===== src/rtl/beat_sequencer.sv =====
// Configurable machine-cycle beat sequencer for the hardwired controller.
// Emits one-hot beat strobes on t3. The controller can shorten, lengthen
// or stop machine cycles. Free-run and single-step operation are supported.
module beat_sequencer #(
  parameter int NUM_BEATS  = 4,
  parameter int NORMAL_LEN = 2,
  parameter int CNT_W      = 16,
  localparam int IDX_W     = (NUM_BEATS > 1) ? $clog2(NUM_BEATS) : 1
) (
  input  logic                 t3,
  input  logic                 clr,
  input  logic                 run,
  input  logic                 step,
  input  logic                 short,
  input  logic                 long,
  input  logic                 stop,
  output logic [NUM_BEATS-1:0] w,
  output logic [IDX_W-1:0]     beat_idx,
  output logic                 cycle_first,
  output logic                 cycle_last,
  output logic                 halted,
  output logic [CNT_W-1:0]     cycle_count
);

  typedef enum logic [1:0] {
    ST_IDLE = 2'd0,
    ST_BEAT = 2'd1,
    ST_HALT = 2'd2
  } state_t;

  // Index of the hard-cap beat, and of the last beat of a normal-length cycle.
  localparam logic [IDX_W-1:0] LAST_IDX = IDX_W'(NUM_BEATS - 1);
  localparam logic [IDX_W-1:0] NORM_IDX = IDX_W'(NORMAL_LEN - 1);

  state_t               state_reg, state_next;
  logic [IDX_W-1:0]     beat_idx_reg, beat_idx_next;
  logic [NUM_BEATS-1:0] w_reg, w_next;
  logic [CNT_W-1:0]     cycle_count_reg, cycle_count_next;
  logic                 stop_pend_reg, stop_pend_next;
  logic                 end_beat;

  // State register: clr wins over everything, including a cycle in flight.
  always_ff @(posedge t3) begin
    if (clr) begin
      state_reg       <= ST_IDLE;
      beat_idx_reg    <= '0;
      w_reg           <= '0;
      cycle_count_reg <= '0;
      stop_pend_reg   <= 1'b0;
    end else begin
      state_reg       <= state_next;
      beat_idx_reg    <= beat_idx_next;
      w_reg           <= w_next;
      cycle_count_reg <= cycle_count_next;
      stop_pend_reg   <= stop_pend_next;
    end
  end

  // Next-state logic.
  // The current beat ends the cycle on short, at the cap, or once the
  // normal length has been reached without a long request.
  always_comb begin
    end_beat = (state_reg == ST_BEAT) &&
               (short || (beat_idx_reg == LAST_IDX) ||
                ((beat_idx_reg >= NORM_IDX) && !long));

    state_next       = state_reg;
    beat_idx_next    = beat_idx_reg;
    cycle_count_next = cycle_count_reg;
    stop_pend_next   = stop_pend_reg;

    unique case (state_reg)
      ST_IDLE: begin
        beat_idx_next = '0;
        if (run || step) begin
          state_next = ST_BEAT;
        end
      end
      ST_BEAT: begin
        // step is deliberately ignored here and is not remembered.
        if (end_beat) begin
          cycle_count_next = cycle_count_reg + CNT_W'(1);
          beat_idx_next    = '0;
          stop_pend_next   = 1'b0;
          if (stop_pend_reg || stop) begin
            state_next = ST_HALT;
          end else if (run) begin
            state_next = ST_BEAT;
          end else begin
            state_next = ST_IDLE;
          end
        end else begin
          // A mid-cycle stop is remembered, but the cycle always completes.
          stop_pend_next = stop_pend_reg | stop;
          beat_idx_next  = beat_idx_reg + IDX_W'(1);
        end
      end
      ST_HALT: begin
        // Only step releases HALT; run on its own keeps it parked.
        beat_idx_next = '0;
        if (step) begin
          state_next = ST_BEAT;
        end
      end
      default: begin
        state_next    = ST_IDLE;
        beat_idx_next = '0;
      end
    endcase
  end

  // Decode the registered beat strobe one bit at a time from the next state.
  for (genvar gi = 0; gi < NUM_BEATS; gi++) begin : g_w_decode
    assign w_next[gi] = (state_next == ST_BEAT) && (beat_idx_next == IDX_W'(gi));
  end

  // Output logic: cycle_last follows the live inputs; the others come from registers.
  always_comb begin
    w           = w_reg;
    beat_idx    = beat_idx_reg;
    cycle_count = cycle_count_reg;
    halted      = (state_reg == ST_HALT);
    cycle_first = (state_reg == ST_BEAT) && (beat_idx_reg == '0);
    cycle_last  = end_beat;
  end

endmodule


===== config.mk =====
export PLATFORM = sky130hd
export DESIGN_NAME = beat_sequencer
export DESIGN_NICKNAME = d
export VERILOG_FILES = /design/src/rtl/beat_sequencer.sv
export SDC_FILE = /design/constraint.sdc
export NUM_CORES = 1
export LEC_CHECK = 0
export ABC_AREA = 1
export CELL_PAD_IN_SITES_DETAIL_PLACEMENT = 2
export CELL_PAD_IN_SITES_GLOBAL_PLACEMENT = 2
export CORE_ASPECT_RATIO = 2
export CORE_MARGIN = 2
export CORE_UTILIZATION = 25
export CTS_CLUSTER_DIAMETER = 200
export DETAILED_ROUTE_END_ITERATION = 7
export PLACE_DENSITY = 0.82
export SETUP_SLACK_MARGIN = 0.3
export SLEW_MARGIN = 15
export SYNTH_ARGS = -nofsm -noshare
export SYNTH_HDL_FRONTEND = slang
export SYNTH_SLANG_ARGS = --single-unit

===== constraint.sdc =====
create_clock -name t3 -period 1.86 [get_ports t3]
set_clock_uncertainty 0.1 [all_clocks]
set_input_delay 0.279 -clock t3 [delete_from_list [all_inputs] [get_ports t3]]
set_output_delay 0.279 -clock t3 [all_outputs]
set_load 0.02 [all_outputs]

## Word level (Yosys, flattened, before mapping)

Index checks and enable logic that the tools add are counted.

| word-level totals | value |
|---|---|
| bits in registers | 25 |
| input port bits | 7 |
| output and inout port bits | 25 |
| word-level logic and storage cells | 41 |

| operators by class | value |
|---|---|
| add/sub/neg operators | 2 |
| order comparisons | 1 |
| equality and inequality tests | 7 |
| multiplexer cells | 9 |
| bitwise operators | 1 |
| reduce and logical (&&, ||, !) cells | 16 |

Operator list:

| operator | number |
|---|---|
| $add 16x1->16 const B | 1 |
| $mux 2 | 6 |
| $eq 2x2->1 const B | 4 |
| $logic_and 1x1->1 | 7 |
| $eq 2x1->1 const B | 3 |
| $logic_not 2->1 | 3 |
| $pmux 2 s3 | 1 |
| $logic_or 1x1->1 | 4 |
| $add 2x1->2 const B | 1 |
| $ge 2x1->1 const B | 1 |
| $mux 1 | 2 |
| $reduce_and 2->1 | 1 |
| $logic_not 1->1 | 1 |
| $or 1x1->1 | 1 |

## Depth between registers and ports, before layout

Gate-level depths: netlist of run 1.

| depth | value |
|---|---|
| depth in word-level cells | 8 |
| depth in mapped cells | 11 |
| depth with buffers taken out | 11 |

## Least setup slack after synthesis of run 1

Ideal clock, no wire load.

| timing | value |
|---|---|
| kind | flip-flop to flip-flop |
| from | reg beat_idx_reg[0], in the netlist beat_idx[0] |
| to | reg cycle_count_reg[5], in the netlist cycle_count[5] |
| setup time | 0.116 ns |
| arrival time | 1.495 ns |
| required time | 1.644 ns |
| path slack | 0.150 ns |
| cell stages (with the launch flop) | 11 |
| path buffers | 0 |
| clock period less this slack | 1.710 ns |
| cell sequence | dfxtp_1 > inv_1 > ha_1 > inv_2 > nand2_1 > nand2_2 > nand2_4 > inv_2 > nand3_1 > o21ai_0 > nor2_1 |

| on the way | value |
|---|---|
| cells in the longest elaborated chain, start to end | 5 |
| elaborated cells on any way between the ends | 7 |
| classes of those cells | 1 x order compare; 1 x eq/ne; 5 x reduce/logical |

RTL lines:

| item | line | RTL |
|---|---|---|
| from (decl) | 36 | `logic [IDX_W-1:0] beat_idx_reg, beat_idx_next;` |
| from (signal assigned) | 52 | `beat_idx_reg <= beat_idx_next;` |
| $ge 2x1->1 / $eq 2x2->1 (equally long branches) | 65, 64 |  |
| $logic_and 1x1->1 / $logic_or 1x1->1 (equally long branches) | 65, 64 |  |
| $logic_or 1x1->1 * | 64 | `(short \|\| (beat_idx_reg == LAST_IDX) \|\|` |
| $logic_and 1x1->1 * | 63 | `end_beat = (state_reg == ST_BEAT) &&` |
| net cycle_last | 20 | `output logic cycle_last,` |
| $reduce_and 2->1 (no source line) * | - |  |
| to (signal assigned) | 54 | `cycle_count_reg <= cycle_count_next;` |
| to (decl) | 38 | `logic [CNT_W-1:0] cycle_count_reg, cycle_count_next;` |

Mark *: on every way through the listed nets, which the timed path passes. The rest lies on a longest branch.
A chain may end at the register's enable or synchronous reset.

## Final worst setup path of run 1

| timing | value |
|---|---|
| from | reg beat_idx_reg[0], in the netlist beat_idx[0] |
| to | out cycle_last |

| on the way | value |
|---|---|
| cells in the longest elaborated chain, start to end | 4 |
| elaborated cells on any way between the ends | 6 |
| classes of those cells | 1 x order compare; 1 x eq/ne; 4 x reduce/logical |

RTL lines:

| item | line |
|---|---|
| $ge 2x1->1 / $eq 2x2->1 (equally long branches) | 65, 64 |
| $logic_and 1x1->1 / $logic_or 1x1->1 (equally long branches) | 65, 64 |
| $logic_or 1x1->1 * | 64 |
| $logic_and 1x1->1 * | 63 |
| to (decl) | 20 |

Every way passes the cells marked *; elsewhere a longest branch is shown, timed or not.

==> flow_summary.yaml, run 1 <==
die:
  coreArea_um2: 4600
  start_util_pct: 25.8
  ios: 32
  rows: 35
  die_area_um2: 5350
  fp.dieH_um: 101
  die_x_um: 52.7
cells_and_area:
  final_cell_mix: "28 x nand2_1, 23 x nor2_1, 22 x inv_1, 22 x dlygate4sd2_1, 20 x dfxtp_1"
  area_delta_synth_final_pct: 51.1
  fill_cells: 559
  regArea_um2: 507
  diodes: 0
  drive_gt1_share_pct: 26.1
  stdcell_area_um2: 1790
  layout_commonest_cell: "nand2_1"
  nets: 222
  multiInputGateArea_um2: 687
  largest_register_ff_count: 16
routing:
  vias: 1281
  dr.pass1.iters: 1
  vias_per_cell: 4.82
  ant_nets: 0
  drc: 0
  wl_per_cell_um: 14.9
  drt_iter0_drc: 0
  wirelength_mm: 3.97
sta:
  min_period_over_period_pct: 87.6
  rsz0062_at_grt: "true"
  setup_viol: 0
  finalHoldViolCount: 0
  max-slew-margin-rel_pct: 75.4
  finalCriticalPeriod_ns: 1.63
  tightest_slew_ns: 0.365
  max_freq_mhz: 613
  slew_viol_final: 0
  worst_slack_ns: 0.230
synthesis:
  synth_nets: 176
  ys_types: 21
  synth-seq-cells: 25
  synth_cells: 166
  avgSynthCellArea_um2: 7.15
  yosysWarnings: 0
  yosysSeqAreaShare_pct: 42.1
  syn-cell-area_um2: 1190
clocking:
  htreeDepth: 1
  clk_latency_ns: 0.27
  path_clk_slew_ns: 0.09
  cts-root-buf: "clkbuf_8"
  cts.path.max_buffers: 2
  cts_sinks: 25
  hold_buffers: 0
  cts_tree: "yes"
  cts-buffers-inserted: 3
pwr:
  combPwrFrac_pct: 16.9
  p_sw_share_pct: 28.3
  p_leak_uw: 0.000837
  p_per_area_nw_per_um2: 607
  p_clk_share_pct: 31.4
  p_int_uw: 781
  total_power_uw: 1090
  irDropWorstVdd_mv: 0.389
  pwr-share-seq_pct: 51.6
  switching_power_uw: 308
global_routing:
  grt_pass1_wl_mm: 6.35
  grt_overflow: 0
  grt_pass1_vias: 1425
  grt_use_total_pct: 16.2
  grt_start_max_net_pins: 16
  antenna_found_initial: 0
min_path:
  worstHoldPathType: "flop to flop"
  hold_end: "cycle_count[1]$_SDFFE_PP0P_"
  hold_start: "cycle_count[1]$_SDFFE_PP0P_"
  whs_path_depth: 2
status:
  status: "finished, final reports clean"
placed_design:
  placed_area_um2: 1630
  pre_cts_slack_ns: -0.121
  place_hpwl_mm: 3.06
  port_buffers: 31
  gp_congestion: 0.663
critical_path:
  critical_path_arrival_ns: 1.25
  worstRegToRegCells: 11
  endpoint_kind: "primary output"
  reg2reg_slack_ns: 0.27
  cp_slowest_stage_delay_ns: 0.36
  r2r_start: "beat_idx[0]$_SDFF_PP0_"
  r2r-end: "cycle_count[15]$_SDFFE_PP0P_"
  crit_type: "flop to primary output"
  worstPathCellList: "inv_2, ha_4, inv_4, nand2_4, nand2_4, nand2_4, inv_4, buf_6"
  cp-start-kind: "flop"
  worstPathRequired_ns: 1.48
  crit_slowest_cell: "dfxtp_2"
  path_common_cell: "nand2_4"
  crit_fanout: 3
job:
  maxCapViolations: 0
==> per-stage QoR <==
stage	utilization (%)	TNS [ns]	instances	hold slack (ns)
global placement	35.5	-0.0921	258	0.392
finish	39.0	0	266	0.420
CTS	38.1	0	265	0.416
detailed placement	35.5	-0.121	258	0.405
floorplan	-	0	166	0.367
global route	39.0	0	266	0.447
==> power groups by stage <==
stage | combinational [µW] | clock [µW] | sequential (µW)
after CTS | 180 | 362 | 563
final | 184 | 343 | 563
after detailed placement | 177 | 0 | 575
after global routing | 203 | 376 | 566
after floorplan | 81.3 | 0 | 585
after global placement | 172 | 0 | 574
==> critical path, delay by kind of cell (launching register included) <==
kind | cells | cell delay (ns)
buffers and inverters | 4 | 0.29
adders and majority gates | 1 | 0.16
and+or+nand+nor | 3 | 0.18
DFF | 1 | 0.36
==> cells in the mapped netlist (all sizes together) <==
cell type  number  share of area (%)
a21oi          12                5.1
a31oi           2                1.1
buf             1               0.42
clkbuf          1               0.32
dfxtp          25                 42
ha              3                3.2
inv            27                8.5
nand2          34                 12
nand3          10                5.3
nand4           6                3.2
nor2           30                 13
nor3            5                2.1
nor4            1               0.53
o21a            1               0.63
o21ai           8                3.4
==> what timing repair did <==
item                                    4_1_cts  5_1_grt
buffers inserted                              2        1
endpoints found under the setup margin       40       17
resized for setup                            58       13
pin swaps                                     7       12
cloned                                        1        0
==> logic make-up (layout without fill, tap and decap cells) <==
family,after synthesis,count (layout),share of synthesized area (%)
fa+ha+maj,3,3,3.16
simple gates,86,87,35.3
compound gates,23,23,10.1
flops,25,25,42.1
buf+inv,29,73,9.27
==> metal layers <==
layer	share of wire, %	up-vias	GRT usage [%]	wire [µm]
met3	3.0	7	1.47	121
met2	63	30	34.7	2510
met1	32	621	13.8	1270
met4	1.7	0	6.31	68
li1	-	623	-	-
met5	0	-	0	0
==> worst max-delay path by stage <==
stage                           startpoint                           end  cells after the start  slack [ns]
3_5_place_dp                          long                    cycle_last                      7       -0.12
6_report            beat_idx[0]$_SDFF_PP0_                    cycle_last                      8        0.23
2_1_floorplan  cycle_count[0]$_SDFFE_PP0P_  cycle_count[12]$_SDFFE_PP0P_                      8        0.30
5_1_grt             beat_idx[0]$_SDFF_PP0_  cycle_count[15]$_SDFFE_PP0P_                     11        0.16
4_1_cts             beat_idx[0]$_SDFF_PP0_                    cycle_last                      6        0.15
3_3_place_gp                          long                    cycle_last                      7       -0.09
==> final cells by class <==
| type | count | area share (%) |
|---|---|---|
| clock inverters | 1 | 0.418 |
| well taps | 55 | 3.84 |
| clock buffers | 3 | 2.30 |
| repair buffers | 42 | 21.0 |
| flip-flops and latches | 25 | 28.2 |
| multi-input cells | 113 | 38.3 |
| inverters | 27 | 5.93 |
Power figures use the tool's default switching activity.
==> run 2: changes to the inputs <==
Settings changed: HOLD_SLACK_MARGIN set to 0.06.
==> results of run 2 <==
No change in the layout: final DEF, timing and power equal those of run 1.
==> run 3: changes to the inputs <==
Settings changed: GPL_TIMING_DRIVEN set to 0.
==> run 3 against run 2 <==
Effect of this change:
- global-route usage increased by 0.37 points
- wire length increased by 2.7%
- hold slack got worse by 0.13 ns
- fmax decreased by 3.7%
- cell area about the same
- total power increased by 1.2%
- highest routed layer unchanged
- core utilization about the same
- non-clock buffer count decreased by 1
- setup slack got worse by 0.062 ns
- final cell count decreased by 0.38%
- largest cell class unchanged
- combinational power increased by 5%
==> flow_summary.yaml, run 3 (synthesized netlist as in run 1, its figures left out) <==
status:
  status: "finished, final reports clean"
cells_and_area:
  layout_commonest_cell: "nand2_1"
  drive_gt1_share_pct: 25.7
  area_delta_synth_final_pct: 51.0
  diodes: 0
  stdcell_area_um2: 1790
  final_cell_mix: "27 x nand2_1, 23 x nor2_1, 22 x inv_1, 22 x dlygate4sd2_1, 21 x dfxtp_1"
  largest_register_ff_count: 16
  nets: 221
clocking:
  htreeDepth: 1
  cts_sinks: 25
  cts-root-buf: "clkbuf_8"
  clk_latency_ns: 0.28
  hold_buffers: 0
  path_clk_slew_ns: 0.10
  cts-buffers-inserted: 3
  cts_tree: "yes"
  cts.path.max_buffers: 2
sta:
  worst_slack_ns: 0.168
  tightest_slew_ns: 0.459
  max-slew-margin-rel_pct: 69.1
  finalCriticalPeriod_ns: 1.69
  setup_tns_ns: 0
  max_freq_mhz: 591
  finalHoldViolCount: 0
  setup_viol: 0
  rsz0062_at_grt: "true"
  min_period_over_period_pct: 91.0
  slew_viol_final: 0
  hold_slack_ns: 0.292
pwr:
  p_leak_uw: 0.000834
  p_per_area_nw_per_um2: 615
  irDropWorstVdd_mv: 0.410
critical_path:
  endpoint_kind: "primary output"
  cp_slowest_stage_delay_ns: 0.38
  worstPathRequired_ns: 1.48
  crit_fanout: 4
  worstPathCellList: "inv_4, ha_4, inv_4, nand2_4, nand2_4, nand2_8, inv_6, buf_4"
  crit_start: "beat_idx[0]$_SDFF_PP0_"
  worstRegToRegCells: 8
  r2r_start: "cycle_count[0]$_SDFFE_PP0P_"
  crit_slowest_cell: "dfxtp_4"
  r2r-end: "cycle_count[12]$_SDFFE_PP0P_"
  cp-start-kind: "flop"
  crit_type: "flop to primary output"
  reg2reg_slack_ns: 0.17
  critical_path_arrival_ns: 1.31
routing:
  vias_per_cell: 4.82
  dr.pass1.iters: 4
  drc: 0
  vias: 1276
  wl_per_cell_um: 15.4
  wirelength_mm: 4.08
  ant_nets: 0
  drt_iter0_drc: 10
min_path:
  worstHoldPathType: "primary input to flop"
  hold_start: "clr"
  whs_path_depth: 2
  hold_end: "beat_idx[1]$_SDFF_PP0_"
placed_design:
  place_hpwl_mm: 2.81
  pre_cts_slack_ns: -0.268
  placed_area_um2: 1570
  port_buffers: 30
  gp_congestion: 0.654
global_routing:
  antenna_found_initial: 0
  grt_pass1_vias: 1376
  grt_overflow: 0
  grt_pass1_wl_mm: 6.55
  grt_start_max_net_pins: 16
  grt_use_total_pct: 16.6
die:
  coreArea_um2: 4600
  fp.dieH_um: 101
  rows: 35
  die_x_um: 52.7
  start_util_pct: 25.8
  die_area_um2: 5350
  ios: 32
job:
  maxCapViolations: 0
-- run 3: cell count changes in the layout (fill, tap and decap cells not counted), moves of 2 or more --
cell and delta:
o21ai_2 -2, dfxtp_2 -2, nor3_1 -2, o21ai_1 +2
buf_6 -3, nor3_2 +2
-- run 3: layout make-up --
| cell class | instances | area [µm²] |
|---|---|---|
| fill | 537 | 2810 |
| multi-input combinational | 113 | 713 |
| sequential | 25 | 508 |
| timing repair buffer | 39 | 334 |
| inverter | 27 | 111 |
| tap | 55 | 68.8 |
| clock buffer | 3 | 41.3 |
| buffer | 2 | 8.76 |
| clock inverter | 1 | 7.51 |
-- run 3: worst max-delay path by stage --
stage / to / slack [ns]
floorplan: cycle_count[12]$_SDFFE_PP0P_ / 0.30
global placement: cycle_last / -0.25
detailed placement: cycle_last / -0.27
CTS: cycle_last / 0.12
global route: cycle_count[12]$_SDFFE_PP0P_ / 0.04
finish: cycle_last / 0.17
-- run 3: per-stage QoR --
stage / total power (µW) / instances / util (%)
finish: 1100 / 265 / 39.0
global route: 1160 / 265 / 39.0
CTS: 1090 / 262 / 36.9
detailed placement: 731 / 251 / 34.1
global placement: 726 / 251 / 34.1
floorplan: 666 / 166 / -
-- run 3: worst max-delay path, delay by kind of cell, from the launching register on --
family / cells / cell delay [ns]
flip-flops: 1 / 0.38
buffers and inverters: 4 / 0.29
AND/OR/NAND/NOR: 3 / 0.20
adder cells (fa/ha/maj): 1 / 0.15
-- run 3: routing by layer --
| layer | share of wire (%) | vias to the layer above | GRT usage [%] |
|---|---|---|---|
| met5 | 0 | - | 0 |
| met4 | 2.3 | 0 | 5.92 |
| met3 | 2.5 | 6 | 1.33 |
| met2 | 63 | 28 | 35.0 |
| met1 | 33 | 622 | 14.9 |
| li1 | - | 620 | - |
-- run 3: what timing repair did --
action | CTS | global route
endpoints found under the hold margin | 0 | 0
endpoints found under the setup margin | 37 | 21
pin swaps | 6 | 9
setup buffers | 6 | 3
gates resized for setup | 50 | 24
gates cloned | 1 | 0
-- run 3: power breakdown --
group          switching [µW]  internal [µW]
clock                     195            152
sequential               11.8            550
combinational             115           78.7
